==> src/rtl/rs232_tx_arbiter.sv <==
// rs232_tx_arbiter
// Round-robin arbiter that merges byte packets from four requesters into one
// byte stream for a serial transmitter. A packet owns the link from its first
// byte until the byte flagged with in_last. An optional header byte that
// identifies the source port is sent ahead of each packet.
//
// State table (state | meaning):
//   ST_IDLE    | no packet owns the link; pick the next requester round-robin
//   ST_HEADER  | packet granted; waiting to place the header byte
//   ST_PAYLOAD | forwarding bytes of the granted port until in_last
//
// Ports:
//   clock      in   1   rising-edge clock
//   reset      in   1   asynchronous active-high reset
//   in_data    in   32  byte of port p on bits [8p+7:8p]
//   in_valid   in   4   per-port byte valid
//   in_last    in   4   per-port final-byte-of-packet flag
//   in_ready   out  4   per-port byte accepted
//   out_data   out  8   byte to the serial transmitter
//   out_valid  out  1   out_data holds a byte
//   out_ready  in   1   transmitter accepts the byte
//   grant      out  2   port currently owning the link
//   busy       out  1   high in ST_HEADER or ST_PAYLOAD
module rs232_tx_arbiter #(
    parameter bit          HEADER      = 1'b1,
    parameter logic [7:0]  HEADER_BASE = 8'hF0
) (
    input  logic        clock,
    input  logic        reset,
    input  logic [31:0] in_data,
    input  logic [3:0]  in_valid,
    input  logic [3:0]  in_last,
    output logic [3:0]  in_ready,
    output logic [7:0]  out_data,
    output logic        out_valid,
    input  logic        out_ready,
    output logic [1:0]  grant,
    output logic        busy
);

    typedef enum logic [1:0] {
        ST_IDLE    = 2'd0,
        ST_HEADER  = 2'd1,
        ST_PAYLOAD = 2'd2
    } state_t;

    state_t     state;
    logic [1:0] last_grant;
    logic [1:0] next_grant;
    logic       out_free;
    logic       pay_fire;
    logic [7:0] grant_byte;

    // The output register can take a new byte when it is empty or its
    // current byte is leaving on this edge.
    assign out_free   = !out_valid || out_ready;
    assign grant_byte = in_data[{grant, 3'b000} +: 8];
    assign pay_fire   = (state == ST_PAYLOAD) && out_free && in_valid[grant];
    assign busy       = (state != ST_IDLE);

    // Search upward from last_grant+1; the fourth candidate wraps back to
    // last_grant itself so a lone requester can be re-granted.
    always_comb begin
        logic found;
        logic [1:0] cand;
        found      = 1'b0;
        next_grant = last_grant;
        cand       = last_grant;
        for (int i = 1; i <= 4; i++) begin
            cand = last_grant + 2'(i);
            if (!found && in_valid[cand]) begin
                next_grant = cand;
                found      = 1'b1;
            end
        end
    end

    always_comb begin
        in_ready = 4'b0000;
        if (state == ST_PAYLOAD && out_free)
            in_ready[grant] = 1'b1;
    end

    always_ff @(posedge clock or posedge reset) begin
        if (reset) begin
            state      <= ST_IDLE;
            out_data   <= 8'h00;
            out_valid  <= 1'b0;
            grant      <= 2'd0;
            last_grant <= 2'd3;
        end else begin
            // A byte leaving with nothing loaded behind it empties the
            // register; out_data keeps its old value. Loads below override.
            if (out_ready)
                out_valid <= 1'b0;

            case (state)
                ST_IDLE: begin
                    if (|in_valid) begin
                        grant <= next_grant;
                        state <= HEADER ? ST_HEADER : ST_PAYLOAD;
                    end
                end
                ST_HEADER: begin
                    if (out_free) begin
                        out_data  <= {HEADER_BASE[7:2], grant};
                        out_valid <= 1'b1;
                        state     <= ST_PAYLOAD;
                    end
                end
                ST_PAYLOAD: begin
                    if (pay_fire) begin
                        out_data  <= grant_byte;
                        out_valid <= 1'b1;
                        if (in_last[grant]) begin
                            last_grant <= grant;
                            state      <= ST_IDLE;
                        end
                    end
                end
                default: state <= ST_IDLE;
            endcase
        end
    end

endmodule

==> config.mk <==
export PLATFORM = sky130hd
export DESIGN_NAME = rs232_tx_arbiter
export DESIGN_NICKNAME = d
export VERILOG_FILES = /design/src/rtl/rs232_tx_arbiter.sv
export SDC_FILE = /design/constraint.sdc
export NUM_CORES = 1
export LEC_CHECK = 0
export CAP_MARGIN = 20
export CORE_MARGIN = 2
export CORE_UTILIZATION = 24
export DETAILED_ROUTE_END_ITERATION = 12
export HOLD_SLACK_MARGIN = 0.08
export SLEW_MARGIN = 40
export SYNTH_ARGS = -nofsm -noshare
export SYNTH_HDL_FRONTEND = slang
export SYNTH_SLANG_ARGS = --single-unit
==> constraint.sdc <==
create_clock -name clock -period 5.7 [get_ports clock]
set_clock_uncertainty 0.2 [all_clocks]
set_input_delay 0.57 -clock clock [delete_from_list [all_inputs] [get_ports clock]]
set_output_delay 0.57 -clock clock [all_outputs]
set_load 0.05 [all_outputs]
==> flow_summary_export.csv, run 1 <==
group,metric,value,unit
status,status,"complete, no violations",
job,drv_cap,0,
setup_path,max_stage_delay,0.83,ns
global_route,grt_overflow,0,
clock_network,cts_buffers,3,
timing,tightest_slew,0.743,ns
synth,synth_ff_type,"dfrtp_1",
clock_network,cts_root_buffer,"clkbuf_8",
routing,dr_total_vias,1130,
synth,ys_async_sr_fraction,100,%
timing,tns,0,ns
clock_network,h-tree-depth,1,
clock_network,clk_path_buf_depth,2,
layout,n_antenna_cell,0,
layout,area.sequential,379,µm²
floorplanning,dieArea,0.00555,mm²
place,port_buffers,58,
clock_network,clk_pin_slew_worst_paths,0.06,ns
timing,fin_crit,3.17,ns
global_route,grt_pass1_wl,4.88,mm
layout,multi_input_area,738,µm²
global_route,gr-usage-all-layers,11.3,%
setup_path,crit_chain,"clkdlybuf4s50_1 -> nand2b_1 -> nand2_1 -> nor3_1 -> clkdlybuf4s50_1",
setup_path,endpoint_kind,"primary output",
min_path,hold_depth,1,
layout,area_delta_synth_final,55.9,%
synth,synth_seq_cells,15,
routing,vias_per_cell,4.67,
synth,post_synth_num_cell_types,34,
routing,wl,3.08,mm
setup_path,worstSetupPathType,"input port to primary output",
routing,final_antenna_net_count,0,
floorplanning,die_w,74.5,µm
routing,drc_errors,0,
synth,ys_seq_area_share,31.7,%
pwr,power.density,486,mW/mm²
setup_path,cpMaxStageDelayCell,"clkdlybuf4s50_1",
min_path,hold_class,"flop to flop",
synth,yosys_warnings,0,
routing,dr.pass1.iters,4,
place,gp_congestion,0.825,
setup_path,cp_top_family,"buffers and inverters",
setup_path,crit_cells,5,
routing,wire_per_inst,12.7,µm
clock_network,clock_sinks,15,
clock_network,cts_tree,"built",
timing,report.final.slew_viol_count,0,
setup_path,worstPathMaxFanout,5,
setup_path,crit_buf_inv,2,
global_route,grt_pass1_vias,1071,
layout,fill_cells,490,
setup_path,cp_data_arrival_time,2.40,ns
timing,final.period_utilization,55.6,%
pwr,ir_worst_vdd,0.139,mV
timing,postLayoutSetupSlackWorst,2.53,ns
layout,layout-drive-gt1-share,11.4,%
floorplanning,coreArea,0.00475,mm²
floorplanning,rows,25,
place,dp_slack,2.52,ns
floorplanning,die_h,74.5,µm
synth,synth-edff-count,0,
clock_network,cts_setup_buffers,0,
timing,final-setup-viol-count,0,
synth,synthCells,122,
synth,synth_area,0.00119,mm²
layout,fin_cells,242,
place,placed_cells,238,
clock_network,clock_latency,0.24,ns
timing,maxSlewHeadroom,50.4,%
setup_path,cp_common_cell,"clkdlybuf4s50_1",
pwr,power.leakage,0.713,nW
setup_path,ff2ff_path_depth,4,
timing,hold_viol,0,
floorplanning,pin_count,59,
clock_network,cts_resized,0,
global_route,antenna_found_initial,0,
timing,rsz0062_at_grt,"false",
clock_network,hold_buffers,0,
floorplanning,initial_core_util,25.1,%
routing,drtIter0Drc,37,
synth,syn_avg_cell_area,9.77,µm²
global_route,grt_max_degree,22,
setup_path,cp-start-kind,"input port",
layout,final_nets,222,
timing,max_freq,315,MHz
synth,synthesis.nets,168,
setup_path,required,4.93,ns
place,hpwl,2.48,mm
[power by group]
| part | internal, mW | switching, mW |
|---|---|---|
| clock network | 0.0494 | 0.0356 |
| registers | 0.161 | 0.0773 |
| logic | 0.252 | 0.327 |
[sequential cells by signal, summed over array words and instances, names as in the netlist]
name,flops
grant,2
last_grant,2
out_data,8
out_valid,1
state,2
[synthesized netlist by cell type, drive strengths merged (2+ instances only)]
library cell | instances | area, µm²
nand2 | 11 | 41.3
nor3b | 2 | 15.0
clkbuf | 3 | 11.3
dfstp | 2 | 52.6
mux4 | 9 | 214
inv | 8 | 32.5
o21ai | 11 | 55.1
dfrtp | 13 | 325
buf | 6 | 35.0
nand3 | 2 | 10.0
ha | 3 | 37.5
mux2i | 5 | 62.6
nand2b | 3 | 18.8
a31oi | 2 | 12.5
o31ai | 8 | 60.1
nor3 | 4 | 20.0
mux2 | 3 | 33.8
nor2 | 13 | 48.8
a21oi | 4 | 20.0
[area by class of cell]
class                   instances  area share (%)
multi-input cells              90            39.7
flip-flops and latches         15            20.4
clock buffers                   4            2.42
inverters                       8            1.75
well taps                      67            4.51
repair buffers                 58            31.2
[metrics by stage]
step / utilization [%] / hold slack [ns] / power (mW) / instance area [µm²]
after floorplan: - / 0.270 / 0.662 / 1190
after global placement: 38.1 / 0.299 / 0.824 / 1810
after detailed placement: 38.1 / 0.301 / 0.827 / 1810
after CTS: 39.1 / 0.314 / 0.914 / 1860
after global routing: 39.1 / 0.342 / 0.970 / 1860
final: 39.1 / 0.310 / 0.903 / 1860
[path summary, 6_finish.rpt]
kind,startpoint,endpoint,slack (ns)
setup / recovery,out_ready,in_ready[0],2.53
hold / removal,out_data[0],out_data[0],0.31
setup reg to reg,grant[0],out_data[0],3.35
hold reg to reg,out_data[0],out_data[0],0.31
max in group asynchronous,reset,grant[1],4.42
min in group asynchronous,reset,out_data[4],0.48
[cells by family (layout without fill, tap and decap cells)]
kind of cell | Yosys count | after routing | share of synthesized area (%)
AOI/OAI and AO/OA | 30 | 30 | 16.2
adders and majority gates | 3 | 3 | 3.15
buffers and inverters | 17 | 70 | 6.61
DFF | 15 | 15 | 31.7
muxes | 17 | 17 | 26.0
and+or+nand+nor | 40 | 40 | 16.4
[layout by cell type, fill, tap and decap left out, types with 2 or more instances in the layout]
cell type / count
o31ai_1: 8
ha_1: 3
a31oi_1: 2
nand3_1: 2
nor3b_1: 2
dfrtp_1: 12
clkdlybuf4s50_1: 58
mux4_2: 6
nor2_1: 13
mux2i_1: 4
clkbuf_8: 3
o21ai_0: 11
nand2b_1: 3
nor3_1: 4
mux2_2: 3
dfstp_2: 2
a21oi_1: 4
nand2_1: 11
inv_1: 7
mux4_1: 3
[layer usage]
| metal | global-route usage [%] | share of wire, % |
|---|---|---|
| met2 | 17.2 | 47 |
| met1 | 16.1 | 46 |
| met5 | 0 | 0 |
| met3 | 1.36 | 5.4 |
| met4 | 4.76 | 1.4 |
Note: power is estimated with default switching activity, not from simulation.
==> run 2, diff against run 1 <==
==> constraint.sdc (replaced) <==
create_clock -name clock -period 2.85 [get_ports clock]
set_clock_uncertainty 0.2 [all_clocks]
set_input_delay 0.285 -clock clock [delete_from_list [all_inputs] [get_ports clock]]
set_output_delay 0.285 -clock clock [all_outputs]
set_load 0.05 [all_outputs]
==> run 2 against run 1 <==
  * Wire length rose by 2.7%
  * Final cell count is 1.7% higher
  * Sequential cell count is the same
  * Sequential share of layout area decreased by 0.26 points
  * Count of clock-buffer cells in the layout decreased by 1
  * Global-route usage grew 0.37 points
  * Design area is 0.94% higher
  * Largest power group unchanged
  * Critical endpoint is now busy
  * First-iteration DRC count fell by 30%
  * Worst setup slack worse by 2.1 ns
  * Register-to-register slack got worse by 2.7 ns
  * Clock power up 110%
==> flow_summary_export.csv, run 2 (synthesis results as in run 1) <==
group,metric,value,unit
timing,tns,0,ns
timing,max_freq,415,MHz
job,drv_cap,0,
layout,final_nets,226,
layout,multi_input_area,736,µm²
timing,final-setup-viol-count,0,
timing,rsz0062_at_grt,"false",
routing,final_antenna_net_count,0,
pwr,power.leakage,0.743,nW
global_route,grt_pass1_vias,1046,
clock_network,clk_path_buf_depth,2,
clock_network,hold_buffers,0,
global_route,grt_pass1_wl,5.00,mm
routing,dr_total_vias,1148,
routing,wl,3.16,mm
clock_network,clk_pin_slew_worst_paths,0.06,ns
layout,mostFrequentLayoutCells,"54 x clkdlybuf4s50_1, 13 x nor2_1, 13 x dfrtp_1",
timing,timing.hold.ws,0.189,ns
status,status,"complete, no violations",
global_route,grt_max_degree,16,
floorplanning,dieArea,0.00555,mm²
pwr,p_seq_share,22.7,%
layout,final_common_cell,"clkdlybuf4s50_1",
floorplanning,rows,25,
setup_path,cp_data_arrival_time,1.92,ns
pwr,p_clk_share,9.5,%
layout,top_register,"out_data",
routing,dr.pass1.iters,4,
timing,report.final.slew_viol_count,0,
layout,utilization,39.5,%
global_route,grt_overflow,0,
floorplanning,die_h,74.5,µm
place,hpwl,2.58,mm
routing,wire_per_inst,12.8,µm
setup_path,cp-start-kind,"flop",
pwr,pwr-share-comb,67.8,%
clock_network,h-tree-depth,1,
clock_network,cts_root_buffer,"clkbuf_8",
floorplanning,coreArea,0.00475,mm²
place,port_buffers,58,
clock_network,cts_tree,"built",
global_route,antenna_found_initial,0,
layout,area.sequential,378,µm²
timing,postLayoutSetupSlackWorst,0.442,ns
setup_path,required,2.37,ns
min_path,hold_class,"input port to asynchronous set/reset pin",
timing,final.period_utilization,84.5,%
setup_path,worstPathMaxFanout,5,
routing,drtIter0Drc,26,
layout,n_antenna_cell,0,
global_route,gr-usage-all-layers,11.6,%
clock_network,cts_resized,0,
pwr,power.density,987,mW/mm²
clock_network,clock_latency,0.25,ns
place,dp_slack,0.636,ns
place,post_dp_cell_area,0.00183,mm²
timing,maxSlewHeadroom,61.5,%
layout,largest_reg_flops,8,
clock_network,clock_sinks,15,
pwr,power.switching,0.900,mW
floorplanning,pin_count,59,
pwr,ir_worst_vdd,0.366,mV
timing,fin_crit,2.41,ns
clock_network,cts_buffers,3,
pwr,p_sw_share,48.6,%
layout,stdcell_area,0.00188,mm²
timing,hold_viol,0,
routing,drc_errors,0,
layout,fill_cells,502,
clock_network,cts_setup_buffers,0,
floorplanning,die_w,74.5,µm
timing,tightest_slew,0.577,ns
place,gp_congestion,0.812,
pwr,intPower,0.952,mW
setup_path,worstSetupPathType,"flop to primary output",
layout,area_delta_synth_final,57.4,%
routing,vias_per_cell,4.67,
layout,layout-drive-gt1-share,15.1,%
floorplanning,initial_core_util,25.1,%
setup_path,endpoint_kind,"primary output",
[run 2: changes by cell type in the layout (fill, tap and decap cells not counted), sizes merged]
cell,delta
clkbuf,-1
clkinv,+1
clkdlybuf4s50,-4
buf,+8
[run 2: power by group through the flow]
stage,logic [mW],registers [mW],clock network (mW)
finish,1.26,0.420,0.176
global route,1.36,0.441,0.187
CTS,1.27,0.424,0.180
detailed placement,1.26,0.427,0
global placement,1.26,0.429,0
floorplan,0.713,0.611,0
[run 2: stage by stage]
stage / total power, mW / instances
2_1_floorplan: 1.32 / 122
3_3_place_gp: 1.69 / 242
3_5_place_dp: 1.69 / 242
4_1_cts: 1.87 / 246
5_1_grt: 1.98 / 246
6_report: 1.85 / 246
[run 2: worst max-delay path: stages (launching register included)]
cell,delay (ns)
dfrtp_1,0.42
inv_1,0.08
ha_1,0.24
inv_1,0.11
clkdlybuf4s50_1,0.82
[run 2: final timing paths]
check	from	to	slack [ns]	cells after the start
worst max-delay path	state[0]	busy	0.44	4
worst min-delay path	reset	out_data[5]	0.19	2
worst max register to register	state[0]	out_data[0]	0.65	6
max in group asynchronous	reset	state[0]	1.88	2
min in group clock	out_data[4]	out_data[4]	0.31	2
worst min register to register	out_data[4]	out_data[4]	0.31	2
[run 2: routing by layer]
| layer | vias up | global-route usage, % | part of all wire [%] |
|---|---|---|---|
| met1 | 534 | 16.7 | 47 |
| met3 | 5 | 0.678 | 5.0 |
| li1 | 568 | - | - |
| met2 | 41 | 17.7 | 46 |
| met5 | - | 0 | 0 |
| met4 | 0 | 5.95 | 2.0 |
[run 2: area by class of cell]
cell class                 instances  area share [%]
clock inverter                     1           0.267
multi-input combinational         90            39.2
sequential                        15            20.1
inverter                           8            1.73
clock buffer                       3            2.20
tap                               67            4.47
timing repair buffer              62            32.0
